<file path="src/rtl/uart_tx_arbiter_if.sv">
// Producer-side and uart_tx-side signals of the shared serializer arbiter.
interface uart_tx_arbiter_if #(
    parameter int unsigned NUM_REQ       = 4,
    parameter int unsigned TX_DATA_WIDTH = 8
);
    logic [NUM_REQ-1:0]               req_valid;
    logic [NUM_REQ*TX_DATA_WIDTH-1:0] req_data;
    logic [NUM_REQ-1:0]               req_ack;
    logic [NUM_REQ-1:0]               req_done;
    logic [TX_DATA_WIDTH-1:0]         uart_tx_data;
    logic                             uart_tx_data_req;
    logic                             uart_tx_busy;
    logic                             uart_tx_done;

    // Arbiter side: owns all uart_tx input pins and the ack/done pulses.
    modport master (
        input  req_valid, req_data, uart_tx_busy, uart_tx_done,
        output req_ack, req_done, uart_tx_data, uart_tx_data_req
    );

    // Producers plus uart_tx instance.
    modport slave (
        output req_valid, req_data, uart_tx_busy, uart_tx_done,
        input  req_ack, req_done, uart_tx_data, uart_tx_data_req
    );
endinterface

</file>
<file path="src/rtl/uart_tx_arbiter.sv">
// Round-robin arbiter sharing one uart_tx serializer between NUM_REQ byte producers.
module uart_tx_arbiter #(
    parameter int unsigned NUM_REQ       = 4,
    parameter int unsigned TX_DATA_WIDTH = 8,
    parameter int unsigned BUSY_TIMEOUT  = 8,
    localparam int unsigned ID_W         = (NUM_REQ > 2) ? $clog2(NUM_REQ) : 1
) (
    input  logic                sysclk,
    input  logic                rstn,
    uart_tx_arbiter_if.master   bus,
    output logic [ID_W-1:0]     grant_id,
    output logic                arb_busy,
    output logic                arb_err
);

    localparam int unsigned CNT_W = (BUSY_TIMEOUT > 2) ? $clog2(BUSY_TIMEOUT) : 1;

    typedef enum logic [1:0] {
        ST_IDLE,
        ST_WAIT_BUSY,
        ST_WAIT_DONE
    } state_t;

    state_t                   state;
    logic [ID_W-1:0]          rr_ptr;
    logic [CNT_W-1:0]         busy_cnt;
    logic [ID_W-1:0]          scan_id;
    logic [ID_W-1:0]          win_id;
    logic                     win_found;
    logic [ID_W-1:0]          next_ptr;
    logic [TX_DATA_WIDTH-1:0] win_data;
    logic [TX_DATA_WIDTH-1:0] data_arr [NUM_REQ];

    // Unpack the flat producer data bus into one byte per requester.
    for (genvar g = 0; g < NUM_REQ; g++) begin : g_unpack
        assign data_arr[g] = bus.req_data[g*TX_DATA_WIDTH +: TX_DATA_WIDTH];
    end

    // Winner: first valid requester scanning upward from rr_ptr with wrap.
    always_comb begin
        win_found = 1'b0;
        win_id    = rr_ptr;
        scan_id   = '0;
        for (int unsigned i = 0; i < NUM_REQ; i++) begin
            scan_id = ID_W'((32'(rr_ptr) + i) % NUM_REQ);
            if (!win_found && bus.req_valid[scan_id]) begin
                win_found = 1'b1;
                win_id    = scan_id;
            end
        end
    end

    // Winner's byte and the pointer value just past the winner.
    always_comb begin
        win_data = data_arr[win_id];
        next_ptr = (win_id == ID_W'(NUM_REQ - 1)) ? '0 : ID_W'(win_id + 1'b1);
    end

    // Arbitration FSM with registered outputs; pulses default low every cycle.
    always_ff @(posedge sysclk or negedge rstn) begin
        if (!rstn) begin
            state                <= ST_IDLE;
            rr_ptr               <= '0;
            busy_cnt             <= '0;
            grant_id             <= '0;
            arb_busy             <= 1'b0;
            arb_err              <= 1'b0;
            bus.req_ack          <= '0;
            bus.req_done         <= '0;
            bus.uart_tx_data     <= '0;
            bus.uart_tx_data_req <= 1'b0;
        end else begin
            bus.req_ack          <= '0;
            bus.req_done         <= '0;
            bus.uart_tx_data_req <= 1'b0;
            arb_err              <= 1'b0;
            case (state)
                ST_IDLE: begin
                    if (win_found) begin
                        bus.uart_tx_data     <= win_data;
                        bus.uart_tx_data_req <= 1'b1;
                        bus.req_ack          <= NUM_REQ'(1) << win_id;
                        grant_id             <= win_id;
                        rr_ptr               <= next_ptr;
                        busy_cnt             <= '0;
                        arb_busy             <= 1'b1;
                        state                <= ST_WAIT_BUSY;
                    end
                end
                ST_WAIT_BUSY: begin
                    // Busy wins over the timeout on the final counted cycle.
                    if (bus.uart_tx_busy) begin
                        state <= ST_WAIT_DONE;
                    end else if (busy_cnt == CNT_W'(BUSY_TIMEOUT - 1)) begin
                        arb_err  <= 1'b1;
                        arb_busy <= 1'b0;
                        state    <= ST_IDLE;
                    end else begin
                        busy_cnt <= CNT_W'(busy_cnt + 1'b1);
                    end
                end
                ST_WAIT_DONE: begin
                    if (bus.uart_tx_done) begin
                        bus.req_done <= NUM_REQ'(1) << grant_id;
                        arb_busy     <= 1'b0;
                        state        <= ST_IDLE;
                    end
                end
                default: begin
                    arb_busy <= 1'b0;
                    state    <= ST_IDLE;
                end
            endcase
        end
    end

endmodule

</file>
<file path="src/flat_wrapper.sv">
// flat-port wrapper written by rule: the top's interface ports become plain ports
module uart_tx_arbiter_flat 
#(
    parameter int unsigned NUM_REQ       = 4,
    parameter int unsigned TX_DATA_WIDTH = 8,
    parameter int unsigned BUSY_TIMEOUT  = 8,
    localparam int unsigned ID_W         = (NUM_REQ > 2) ? $clog2(NUM_REQ) : 1
)
  (sysclk, rstn, grant_id, arb_busy, arb_err, bus_req_valid, bus_req_data, bus_uart_tx_busy, bus_uart_tx_done, bus_req_ack, bus_req_done, bus_uart_tx_data, bus_uart_tx_data_req);
  uart_tx_arbiter_if #(.NUM_REQ(NUM_REQ), .TX_DATA_WIDTH(TX_DATA_WIDTH)) bus_i ();
  input  logic sysclk;
  input  logic rstn;
  output logic [ID_W-1:0] grant_id;
  output logic arb_busy;
  output logic arb_err;
  input wire logic [$bits(bus_i.req_valid)-1:0] bus_req_valid;
  input wire logic [$bits(bus_i.req_data)-1:0] bus_req_data;
  input wire logic [$bits(bus_i.uart_tx_busy)-1:0] bus_uart_tx_busy;
  input wire logic [$bits(bus_i.uart_tx_done)-1:0] bus_uart_tx_done;
  output wire logic [$bits(bus_i.req_ack)-1:0] bus_req_ack;
  output wire logic [$bits(bus_i.req_done)-1:0] bus_req_done;
  output wire logic [$bits(bus_i.uart_tx_data)-1:0] bus_uart_tx_data;
  output wire logic [$bits(bus_i.uart_tx_data_req)-1:0] bus_uart_tx_data_req;
  assign bus_i.req_valid = bus_req_valid;
  assign bus_i.req_data = bus_req_data;
  assign bus_i.uart_tx_busy = bus_uart_tx_busy;
  assign bus_i.uart_tx_done = bus_uart_tx_done;
  assign bus_req_ack = bus_i.req_ack;
  assign bus_req_done = bus_i.req_done;
  assign bus_uart_tx_data = bus_i.uart_tx_data;
  assign bus_uart_tx_data_req = bus_i.uart_tx_data_req;
  uart_tx_arbiter #(.NUM_REQ(NUM_REQ), .TX_DATA_WIDTH(TX_DATA_WIDTH), .BUSY_TIMEOUT(BUSY_TIMEOUT)) u_core (.sysclk(sysclk), .rstn(rstn), .bus(bus_i), .grant_id(grant_id), .arb_busy(arb_busy), .arb_err(arb_err));
endmodule
</file>
<file path="config.mk">
export PLATFORM = sky130hd
export DESIGN_NAME = uart_tx_arbiter_flat
export DESIGN_NICKNAME = d
export VERILOG_FILES = /design/src/rtl/uart_tx_arbiter_if.sv /design/src/rtl/uart_tx_arbiter.sv /design/src/flat_wrapper.sv
export SDC_FILE = /design/constraint.sdc
export NUM_CORES = 1
export LEC_CHECK = 0
export ABC_AREA = 1
export BUFFER_PORTS_ARGS = -buffer_cell sky130_fd_sc_hd__clkbuf_2
export CAP_MARGIN = 10
export CORE_MARGIN = 1.5
export CORE_UTILIZATION = 45
export DETAILED_ROUTE_END_ITERATION = 7
export PLACE_DENSITY = 0.76
export SLEW_MARGIN = 40
export SYNTH_ARGS = -nofsm -noshare
export SYNTH_HDL_FRONTEND = slang
export SYNTH_SLANG_ARGS = --single-unit
</file>
<file path="constraint.sdc">
create_clock -name sysclk -period 2 [get_ports sysclk]
set_clock_uncertainty 0.05 [all_clocks]
set_input_delay 0 -clock sysclk [delete_from_list [all_inputs] [get_ports sysclk]]
set_output_delay 0 -clock sysclk [all_outputs]
set_load 0.05 [all_outputs]
</file>
======== After elaboration in Yosys (flattened, before gate mapping) ========
Cells that the tools add are included.
storage, ports and cells
  word-level logic and storage cells ...... 87
  bits of input ports ..................... 40
  output and inout bits ................... 21
  bits in registers ....................... 28
cells by class
  reductions and logical operators ........ 12
  bitwise gates (word level) .............. 1
  $lt $le $gt $ge ......................... 5
  equal/unequal tests ..................... 10
  $add $sub $neg .......................... 5
  multiplexer cells ....................... 42
  shift operators ......................... 2
operators by type and width
  operator                                                                       number
  1-bit two-way mux                                                              17
  8-bit binary-select mux with 2-bit select                                      1
  2-bit two-way mux                                                              8
  4-bit two-way mux                                                              4
  8-bit two-way mux                                                              2
  2-bit by 3-bit less-than comparator with 1-bit output (second input constant)  4
  3-bit two-way mux                                                              3
  1-bit binary-select mux with 2-bit select                                      4
  4-bit AND reduction                                                            2
  1-bit by 2-bit << shifter with 4-bit output (first input constant)             2
  2-bit != test (second input constant)                                          3
  2-bit case mux with 3 select lines                                             1
  3-bit case mux with 2 select lines                                             1
  2-bit by 1-bit adder with 2-bit output (second input constant)                 2
  2-bit adder (second input constant)                                            2
  2-bit equality test (second input constant)                                    2
  2-bit by 1-bit != test with 1-bit output (second input constant)               2
  3-bit by 1-bit adder with 3-bit output (second input constant)                 1
  3-bit equality test (second input constant)                                    1
  3-bit greater-or-equal comparator (second input constant)                      1
  1-bit logical AND                                                              3
  1-bit zero test                                                                3
  3-bit by 2-bit != test with 1-bit output (second input constant)               1
  2-bit NOT with 3-bit output                                                    1
  other kinds (6)                                                                6

======== Longest topological paths before layout ========
Gate-level depths: netlist (run 1).
  depth after elaboration ................. 16
  gate-level depth with buffers ........... 16
  depth with buffers taken out ............ 15

======== Worst setup path after synthesis (run 1) ========
Ideal clock, no wire load.
  kind .................................... register to register
  start ................................... register u_core.rr_ptr[0]
  end ..................................... register u_core.rr_ptr[1]
  period minus slack after synthesis ...... 1.941 ns
  path buffers ............................ 2
  arrival time ............................ 1.764 ns
  slack ................................... 0.059 ns
  cell stages (with the launch flop) ...... 12
  setup time .............................. 0.127 ns
  required time ........................... 1.823 ns
  cells stage by stage .................... dfrtp_1 buf_4 nand2_1 nand3_1 nand2_2 nand4_2 nand3_1 nand2_2 buf_6 ha_1 nand2_1 o21ai_0
between the ends
  longest elaborated chain between the ends .. 14
  elaborated cells on any way between the ends .. 28
  classes of those cells .................. 4 x add/sub; 1 x eq/ne; 16 x mux; 7 x reduce/logical
ends and longest elaborated chain
  element                                                                                          RTL line               text
  start, declared                                                                                  uart_tx_arbiter.sv:25  logic [ID_W-1:0] rr_ptr;
  start signal, assigned                                                                           uart_tx_arbiter.sv:84  rr_ptr <= next_ptr;
  parallel branches: the longest is 11 deep, another holds 2-bit by 1-bit adder with 2-bit output  -
  2-bit two-way mux (*)                                                                            uart_tx_arbiter.sv:46  if (!win_found && bus.req_valid[scan_id]) begin
  2-bit by 1-bit adder with 2-bit output / 2-bit equality test (equally long branches)             uart_tx_arbiter.sv:56  next_ptr = (win_id == ID_W'(NUM_REQ - 1)) ? '0 : ID_W'(win_id + 1'b1);
  2-bit two-way mux (*)                                                                            uart_tx_arbiter.sv:56
  net u_core.next_ptr[1]                                                                           uart_tx_arbiter.sv:30  logic [ID_W-1:0] next_ptr;
Mark *: on every way through the listed nets, which the timed path passes. The select of a mux whose other input is x is not followed.
A chain may end at the register's enable or synchronous reset.

======== Worst setup path in the final report (run 1) ========
  start ................................... register u_core.rr_ptr[1]
  end ..................................... register u_core.bus.uart_tx_data[5]
between the ends
  longest elaborated chain between the ends .. 16
  elaborated cells on any way between the ends .. 29
  classes of those cells .................. 3 x add/sub; 18 x mux; 1 x bitwise; 7 x reduce/logical
ends and longest elaborated chain
  element                                                                                          RTL line                  text
  parallel branches: the longest is 16 deep, another holds 2-bit by 1-bit adder with 2-bit output  -
  end signal, assigned                                                                             uart_tx_arbiter.sv:80     bus.uart_tx_data <= win_data;
  end, declared                                                                                    uart_tx_arbiter_if.sv:18  output req_ack, req_done, uart_tx_data, uart_tx_data_req
Parallel ways; which one is timed is not known. The select of a mux whose other input is x is not followed.

==> results of run 1 <==
power groups by stage:
stage / clock network (W) / logic, W / registers, W
6_report: 0.000436 / 0.00406 / 0.000954
3_3_place_gp: 0 / 0.00326 / 0.000943
3_5_place_dp: 0 / 0.00330 / 0.000951
4_1_cts: 0.000447 / 0.00332 / 0.000941
5_1_grt: 0.000470 / 0.00448 / 0.000978
2_1_floorplan: 0 / 0.00199 / 0.00143
path summary, 6_finish.rpt:
kind / from / end / slack, ps / cells after the start
setup / recovery: u_core.rr_ptr[1] / u_core.bus.uart_tx_data[5] / -40 / 14
hold / removal: bus_req_data[22] / u_core.bus.uart_tx_data[6] / 6 / 5
setup reg to reg: u_core.rr_ptr[1] / u_core.bus.uart_tx_data[5] / -40 / 14
hold reg to reg: u_core.busy_cnt[1] / u_core.busy_cnt[1] / 440 / 2
max in group asynchronous: rstn / u_core.rr_ptr[1] / 1190 / 2
min in group asynchronous: rstn / u_core.bus.uart_tx_data[1] / 240 / 2
what timing repair did:
item | CTS | global route
hold buffers | 4 | 0
setup endpoints to repair | 0 | 17
gates resized for setup | 0 | 48
setup buffers | 0 | 12
endpoints found under the hold margin | 35 | 0
cell type report:
type | instances | area [um2]
flip-flops and latches | 28 | 701.9
clock buffers | 3 | 41.29
clock inverters | 1 | 30.03
well taps | 48 | 60.06
repair buffers | 88 | 563.0
inverters | 19 | 76.32
fillers | 295 | 1175
multi-input cells | 203 | 1096
sequential cells by signal, summed over array words and instances, names as in the netlist:
signal / flops
u_core.bus.uart_tx_data: 8
u_core.bus.req_ack: 4
u_core.bus.req_done: 4
u_core.busy_cnt: 3
u_core.grant_id: 2
u_core.rr_ptr: 2
u_core.state: 2
u_core.arb_busy: 1
u_core.arb_err: 1
u_core.bus.uart_tx_data_req: 1
worst max-delay path: cells and delay by family, from the launching register on:
family | cells | cell delay [ps]
AND/OR/NAND/NOR | 10 | 980
buffers and inverters | 4 | 450
flip-flops | 1 | 440
per-layer routing:
| layer | part of all wire | track usage |
|---|---|---|
| met1 | 0.42 | 0.2459 |
| met2 | 0.52 | 0.3712 |
| met3 | 0.053 | 0.03748 |
| met4 | 0.0058 | 0.04948 |
| met5 | 0 | 0 |
kinds of logic (layout without fill, tap and decap cells):
| family | count (synthesis) | after routing | synth area share |
|---|---|---|---|
| AOI/OAI and AO/OA | 7 | 7 | 0.02038 |
| adders and majority gates | 3 | 3 | 0.02108 |
| buffers and inverters | 27 | 111 | 0.07730 |
| DFF | 28 | 28 | 0.3935 |
| and+or+nand+nor | 193 | 193 | 0.4877 |
cells in the mapped netlist (all sizes together):
cell and n:
o21ai 5, dfrtp 28, a21oi 1, nor3 2, nor2 11, nor4 4, buf 8, nand2 123
inv 19, ha 3, o22ai 1, nand3 50, nand4 3
through the flow:
stage	util	setup TNS, ps	std cells	total power [W]
after global routing	0.6862	-1138	390	0.005926
after CTS	0.6153	0	380	0.004709
after floorplan	-	0	258	0.003423
after global placement	0.5856	0	372	0.004205
after detailed placement	0.5856	0	372	0.004253
final	0.6862	-42.58	390	0.005447
==> metrics.md, run 1 <==
| Metric | Value |
|---|---|
| Max Fclk | `0.4896 GHz` |
| Clock share of power | `0.080` |
| Via count | `1964` |
| DRT antenna net count | `0` |
| Total nets after synthesis | `301` |
| Synth warn | `0` |
| Post-DP Area | `0.002192 mm2` |
| Failing checks | `setup timing` |
| First-pass GRT wire length | `6948 um` |
| Pre-antenna DRT Iters | `5` |
| Die ar. | `0.004343 mm2` |
| Setup-failing EPs final | `1` |
| DP HPWL | `3253 um` |
| Clock-pin slew on the worst setup and hold paths | `90 ps` |
| Vias in the first global route | `1715` |
| GRT Total Usage | `0.2037` |
| Syn-to-layout area delta | `44.27%` |
| Req. time, crit path | `2110 ps` |
| Die extent in y | `65.90 um` |
| Vias/cell | `5.036` |
| # DRC | `0` |
| CP Launch Type | `flop` |
| Critical Path Fanout Max | `6` |
| Tmin final | `2043 ps` |
| Synth unique cells | `23` |
| Sequential share of power | `0.175` |
| Area leader, netlist | `dfrtp_1` |
| Die X | `65.90 um` |
| Final hold vios | `0` |
| CTS Buf Count | `3` |
| Pre-CTS WS | `38.12 ps` |
| Post-Route WL | `4821 um` |
| Internal power | `0.002527 W` |
| Initial antenna violation count | `0` |
| Drt wl/cell | `12.36 um` |
| CTS tree | `done` |
| Fin crit share | `1.021` |
| WHS | `5.570 ps` |
| Crit end category | `flop` |
| Final Max Tran Viols | `0` |
| Most frequent cells in the layout | `nand2_1, clkbuf_2, nand3_1` |
| Flop and latch count out of synthesis | `28` |
| Slew Limit Headroom | `0.5523` |
| Final WS setup | `-42.58 ps` |
| Leading cell type in the layout, fill and taps excluded | `nand2_1` |
| Status | `complete, but fails checks` |
| Sw frac | `0.5360` |
| Psw | `0.002920 W` |
| Initial DRC Count | `121` |
| H-tree levels | `1` |
| RSZ-0062 raised after global routing | `yes` |
| Layout cells sized above 1 | `0.3801` |
| Largest net degree at the start of global routing | `29` |
| Worst EP arrival | `2150 ps` |
| Post-synthesis sequential area ratio | `0.3935` |
| IO buf count | `60` |
| Syn_area_per_cell | `6.901 um2` |
| Post-Syn Instances | `258` |
| CTS Sinks | `28` |
| # IOs | `61` |
| Final Wtd Congestion | `0.8462` |
| Worst-skew pair later-pin latency | `270 ps` |
| Nets | `386` |
| Static Leak | `1.462 nW` |
| CP Class | `reg2reg` |
| Worst vdd ir | `0.0009472 V` |
| Clk buf depth | `2` |
| Tightest Hold Check Type | `in2reg` |
| Synth top area share | `0.3935` |
| Least-Margin Pin Slew | `671.6 ps` |
| Slowest CP cell | `dfrtp_2` |
| Combinational power share | `0.745` |
| Fin area | `0.002569 mm2` |
| Synth area leaders | `dfrtp_1, nand2_1, nand3_1, inv_1, nand2_2` |
| Clock Tree Root | `clkbuf_8` |
| Post-synthesis cell area | `0.001780 mm2` |
| Crit-path cells | `inv_2 > nand2_1 > nand2_4 > nand2_2 > nand2_4 > nor2_4 > nand2_2 > nor2_4 > nor3_4 > buf_6 > buf_4 > buf_4 > nand3_1 > nand3_1` |
| Core Rows | `22` |
| Max-Cap Viols | `0` |
| Starting density of the core | `0.4756` |
| Ant. Diodes | `0` |
| Gr ovfl total | `0` |
| Core area | `0.003744 mm2` |
| PD cells | `2120 mW/mm2` |
| CP max stage delay | `440 ps` |
Power figures use the tool's default switching activity.
==> run 2: changes to the inputs <==
Settings changed: GPL_ROUTABILITY_DRIVEN set to 0, SKIP_CTS_REPAIR_TIMING set to 1.
==> run 2 against run 1 <==
- the run ends with hold timing, setup timing left
- critical path depth is the same
- combinational power is essentially flat
- via count is 0.20% lower
- wire length decreased by 0.95%
- register-to-register slack is essentially flat
- die area is the same
- fmax is essentially flat
- first-iteration DRC count rose by 0.83%
- critical endpoint unchanged
- largest cell class unchanged
==> metrics.md, run 2 (same netlist as run 1, synthesis figures left out) <==
| Metric | Value |
|---|---|
| Largest Register | `u_core.bus.uart_tx_data` |
| Worst-skew pair later-pin latency | `270 ps (about the same)` |
| Clock share of power | `0.080 (about the same)` |
| CTS Sinks | `28 (unchanged)` |
| Initial DRC Count | `122 (+0.83%)` |
| Tmin final | `2044 ps (+1.168 ps)` |
| Ant. Diodes | `0 (unchanged)` |
| Biggest regs | `u_core.bus.uart_tx_data (8), u_core.bus.req_ack (4), u_core.bus.req_done (4)` |
| Worst vdd ir | `0.0009445 V (-0.28%)` |
| Clock-pin slew on the worst setup and hold paths | `90 ps (about the same)` |
| Sw frac | `0.5359 (about the same)` |
| Tightest Hold Check Type | `in2reg` |
| # IOs | `61 (unchanged)` |
| Max-Cap Viols | `0 (unchanged)` |
| Drt wl/cell | `12.28 um (-0.70%)` |
| Leading cell type in the layout, fill and taps excluded | `nand2_1` |
| FF-to-FF Start | `u_core.rr_ptr[1]` |
| Clock Tree Root | `clkbuf_8` |
| Status | `complete, but fails checks` |
| CP startpoint | `u_core.rr_ptr[1]` |
| CTS tree | `done` |
| Vias in the first global route | `1698 (-0.99%)` |
| Starting density of the core | `0.4756 (unchanged)` |
| Most frequent cells in the layout | `nand2_1, clkbuf_2, nand3_1` |
| Placed cell count | `372 (unchanged)` |
| Gr ovfl total | `0 (unchanged)` |
| # DRC | `0 (unchanged)` |
| Failing checks | `hold timing, setup timing` |
| Max Fclk | `0.4893 GHz (about the same)` |
| IO buf count | `60 (unchanged)` |
| Static Leak | `1.458 nW (-0.29%)` |
| Worst EP arrival | `2150 ps (about the same)` |
| Fin crit share | `1.022 (about the same)` |
| CP Launch Type | `flop` |
| Req. time, crit path | `2110 ps (about the same)` |
| Combinational power share | `0.745 (about the same)` |
| Via count | `1960 (-0.20%)` |
| Nets | `385 (-0.26%)` |
| Vias/cell | `5.039 (about the same)` |
| DP HPWL | `3253 um (unchanged)` |
| Pre-antenna DRT Iters | `4 (-1)` |
| CTS Buf Count | `3 (unchanged)` |
| WHS | `-7.016 ps (-12.59 ps)` |
| Non-Filler Instances | `389 (-0.26%)` |
| Sequential share of power | `0.175 (about the same)` |
| Post-Route WL | `4775 um (-0.95%)` |
| Overall Power | `0.005441 W (-0.10%)` |
| H-tree levels | `1 (unchanged)` |
| Largest register FFs | `8 (unchanged)` |
| Layout cells sized above 1 | `0.3812 (+0.001115)` |
| Die X | `65.90 um (unchanged)` |
| Die extent in y | `65.90 um (unchanged)` |
| Largest net degree at the start of global routing | `29 (unchanged)` |
| Final WS setup | `-43.74 ps (-1.168 ps)` |
| Core area | `0.003744 mm2 (unchanged)` |
| R2R setup slack | `-40 ps (about the same)` |
| Final Max Tran Viols | `0 (unchanged)` |
| Die ar. | `0.004343 mm2 (unchanged)` |
| Least-Margin Pin Slew | `670.2 ps (-1.426 ps)` |
| Final hold vios | `1 (+1)` |
| Clk buf depth | `2 (unchanged)` |
| Psw | `0.002916 W (-0.13%)` |
| Syn-to-layout area delta | `43.71%` |
| GRT Total Usage | `0.2019 (-0.001816)` |
| Core Rows | `22 (unchanged)` |
| CP Class | `reg2reg` |
| Setup-failing EPs final | `1 (unchanged)` |
| RSZ-0062 raised after global routing | `yes` |
| First-pass GRT wire length | `6886 um (-0.89%)` |
| Slew Limit Headroom | `0.5532 (+0.0009500)` |
| DRT antenna net count | `0 (unchanged)` |
| Critical Path Fanout Max | `6 (unchanged)` |
| Internal power | `0.002526 W (about the same)` |
| Crit end category | `flop` |
| PD cells | `2127 mW/mm2 (+0.29%)` |
| Initial antenna violation count | `0 (unchanged)` |
| Hold Path Origin | `bus_req_data[1]` |
## run 2: changes by cell type in the layout (fill, tap and decap cells not counted), sizes merged
cell / previous run / this run
dlygate4sd3: 4 / 3
## run 2: per-stage QoR
step                setup WS [ps]  instance area (um2)  setup TNS, ps    util
CTS                         14.93                 2263              0  0.6046
finish                     -43.74                 2559         -43.74  0.6835
global route               -133.7                 2559          -1138  0.6835
global placement            72.74                 2192              0  0.5856
floorplan                   58.79                 1780              0       -
detailed placement          38.12                 2192              0  0.5856
## run 2: power by group through the flow
stage / Sequential [W] / Combinational, W / Clock, W
after detailed placement: 0.000951 / 0.00330 / 0
after CTS: 0.000941 / 0.00332 / 0.000447
final: 0.000954 / 0.00405 / 0.000435
after floorplan: 0.00143 / 0.00199 / 0
after global placement: 0.000943 / 0.00326 / 0
after global routing: 0.000978 / 0.00448 / 0.000470
## run 2: final cells by class
type | instances | area, um2
inverters | 19 | 76.32
flip-flops and latches | 28 | 701.9
repair buffers | 87 | 553.0
multi-input cells | 203 | 1096
fillers | 296 | 1185
well taps | 48 | 60.06
clock buffers | 3 | 41.29
clock inverters | 1 | 30.03
## run 2: worst paths after layout
path,endpoint,cells past startpoint
setup reg to reg,u_core.bus.uart_tx_data[5],14
min in group asynchronous,u_core.bus.uart_tx_data[1],2
setup / recovery,u_core.bus.uart_tx_data[5],14
max in group asynchronous,u_core.rr_ptr[1],2
hold reg to reg,u_core.busy_cnt[1],2
hold / removal,u_core.bus.uart_tx_data[1],5
## run 2: routing by layer
metal,GRT usage,wire length [um],up-vias
li1,-,-,996
met1,0.2448,1995,893
met2,0.3662,2470,67
met3,0.03748,280,4
met4,0.04948,28,0
met5,0,0,-
## run 2: worst max-delay path, cell delays in order, from the launching register on
cell,delay [ps]
dfrtp_2,440
inv_2,80
nand2_1,130
nand2_4,90
nand2_2,90
nand2_4,80
nor2_4,160
nand2_2,90
nor2_4,150
nor3_4,60
buf_6,130
buf_4,120
buf_4,120
nand3_1,70
nand3_1,70
==> run 3: changes to the inputs <==
Settings changed: SETUP_SLACK_MARGIN set to 0.4.
==> run 3 against run 2 <==
- the run still ends with hold timing, setup timing left
- critical path depth shrank 1
- cell count grew 2.6%
- hold slack got worse by 5.5 ps
- via count is 0.66% higher
- first-iteration DRC count rose by 16%
- setup slack better by 33 ps
- wire length grew 3.2%
- sequential share of layout area decreased by 1.4 points
- flip-flop and latch count unchanged
- critical path type unchanged
- largest cell class unchanged
==> metrics.md, run 3 (same netlist as run 1, synthesis figures left out) <==
| Metric | Value |
|---|---|
| Status | `complete, but fails checks` |
| Failing checks | `hold timing, setup timing` |
| H-tree levels | `1 (unchanged)` |
| DP HPWL | `3449 um (+6.0%)` |
| Gr ovfl total | `0 (unchanged)` |
| Largest net degree at the start of global routing | `29 (unchanged)` |
| Pre-CTS WS | `-344.2 ps (-382.3 ps)` |
| Vias/cell | `4.945 (-1.9%)` |
| Drt wl/cell | `12.35 um (+0.60%)` |
| Final Util | `0.7206 (+0.03710)` |
| Slew Limit Headroom | `0.5380 (-0.01524)` |
| Ant. Diodes | `0 (unchanged)` |
| WHS | `-12.47 ps (-5.452 ps)` |
| IO buf count | `60 (unchanged)` |
| Req. time, crit path | `2120 ps (about the same)` |
| Post-Route WL | `4927 um (+3.2%)` |
| GRT Total Usage | `0.2147 (+0.01279)` |
| CP Launch Type | `flop` |
| CP Class | `reg2reg` |
| Final Max Tran Viols | `0 (unchanged)` |
| CTS Buf Count | `3 (unchanged)` |
| Worst EP arrival | `2130 ps (-20 ps)` |
| Starting density of the core | `0.4756 (unchanged)` |
| Max Fclk | `0.4973 GHz (+1.6%)` |
| CTS tree | `done` |
| Max-Cap Viols | `0 (unchanged)` |
| Layout cells sized above 1 | `0.4245 (+0.04327)` |
| Most frequent cells in the layout | `nand2_1, clkbuf_2, nand3_1` |
| Worst-skew pair later-pin latency | `280 ps (about the same)` |
| Clock-pin slew on the worst setup and hold paths | `100 ps (about the same)` |
| Largest register FFs | `8 (unchanged)` |
| Largest Register | `u_core.bus.uart_tx_data` |
| Critical Path Fanout Max | `10 (+4)` |
| Tmin final | `2011 ps (-32.80 ps)` |
| Biggest regs | `u_core.bus.uart_tx_data (8), u_core.bus.req_ack (4), u_core.bus.req_done (4)` |
| Die extent in y | `65.90 um (unchanged)` |
| Initial DRC Count | `141 (+16%)` |
| First-pass GRT wire length | `7224 um (+4.9%)` |
| Final WS setup | `-10.94 ps (+32.80 ps)` |
| Syn-to-layout area delta | `51.51%` |
| Initial antenna violation count | `0 (unchanged)` |
| Nets | `395 (+2.6%)` |
| Leading cell type in the layout, fill and taps excluded | `nand2_1` |
| Fin crit share | `1.005 (-0.01640)` |
| Clk buf depth | `2 (unchanged)` |
| DRT antenna net count | `0 (unchanged)` |
| Die ar. | `0.004343 mm2 (unchanged)` |
| Vias in the first global route | `1671 (-1.6%)` |
| Final hold vios | `4 (+3)` |
| CTS Sinks | `28 (unchanged)` |
| Tightest Hold Check Type | `in2reg` |
| Die X | `65.90 um (unchanged)` |
| Core Rows | `22 (unchanged)` |
| Pre-antenna DRT Iters | `4 (unchanged)` |
| Least-Margin Pin Slew | `693.0 ps (+22.86 ps)` |
| # IOs | `61 (unchanged)` |
| Setup-failing EPs final | `2 (+1)` |
| RSZ-0062 raised after global routing | `yes` |
| Crit end category | `flop` |
| Core area | `0.003744 mm2 (unchanged)` |
| Clock Tree Root | `clkbuf_8` |
| # DRC | `0 (unchanged)` |
| Via count | `1973 (+0.66%)` |
run 3: per-layer routing:
layer  vias to the layer above  global-route usage  wire length, um
met5                         -                   0                0
met3                         4             0.03918              192
met1                       898              0.2680             2110
li1                       1024                   -                -
met2                        47              0.3826             2584
met4                         0             0.04948               39
run 3: layout make-up:
type,instances,area (um2)
fill,299,1046
clock buffer,3,41.29
multi-input combinational,203,1145
clock inverter,1,30.03
inverter,19,83.83
timing repair buffer,96,626.9
tap,48,60.06
sequential,28,703.2
timing repair inverter,1,7.507
run 3: path summary, 6_finish.rpt:
path	startpoint	to	slack [ps]	cells past startpoint
hold / removal	bus_req_data[0]	u_core.bus.uart_tx_data[0]	-10	5
setup / recovery	u_core.rr_ptr[0]	u_core.bus.uart_tx_data[5]	-10	13
min in group asynchronous	rstn	u_core.bus.req_done[0]	240	2
hold reg to reg	u_core.bus.uart_tx_data[2]	u_core.bus.uart_tx_data[2]	430	2
setup reg to reg	u_core.rr_ptr[0]	u_core.bus.uart_tx_data[5]	-10	13
max in group asynchronous	rstn	u_core.rr_ptr[1]	1170	2
run 3: critical path: stages, from the launching register on:
cell	delay (ps)
dfrtp_2	470
buf_6	160
nand2_1	50
nand2_1	80
nand2_2	90
nand2_4	60
nor2_4	150
nand2_1	120
nor2_4	150
nor3_4	70
buf_6	150
buf_12	130
nand3_1	80
nand3_1	80
run 3: per-stage QoR:
| stage | setup TNS (ps) | hold slack (ps) | std cells | cell area [um2] |
|---|---|---|---|---|
| floorplan | 0 | -345.6 | 258 | 1911 |
| global placement | -3281 | 23.65 | 380 | 2354 |
| detailed placement | -4190 | 23.20 | 380 | 2354 |
| CTS | -4507 | -284.7 | 384 | 2425 |
| global route | -1147 | 14.90 | 399 | 2698 |
| finish | -15.32 | -12.47 | 399 | 2698 |
Power of run 3 is left out: the tool's default activity adds up to more than one toggle a clock period on the data nets, which glitch-free logic cannot reach.
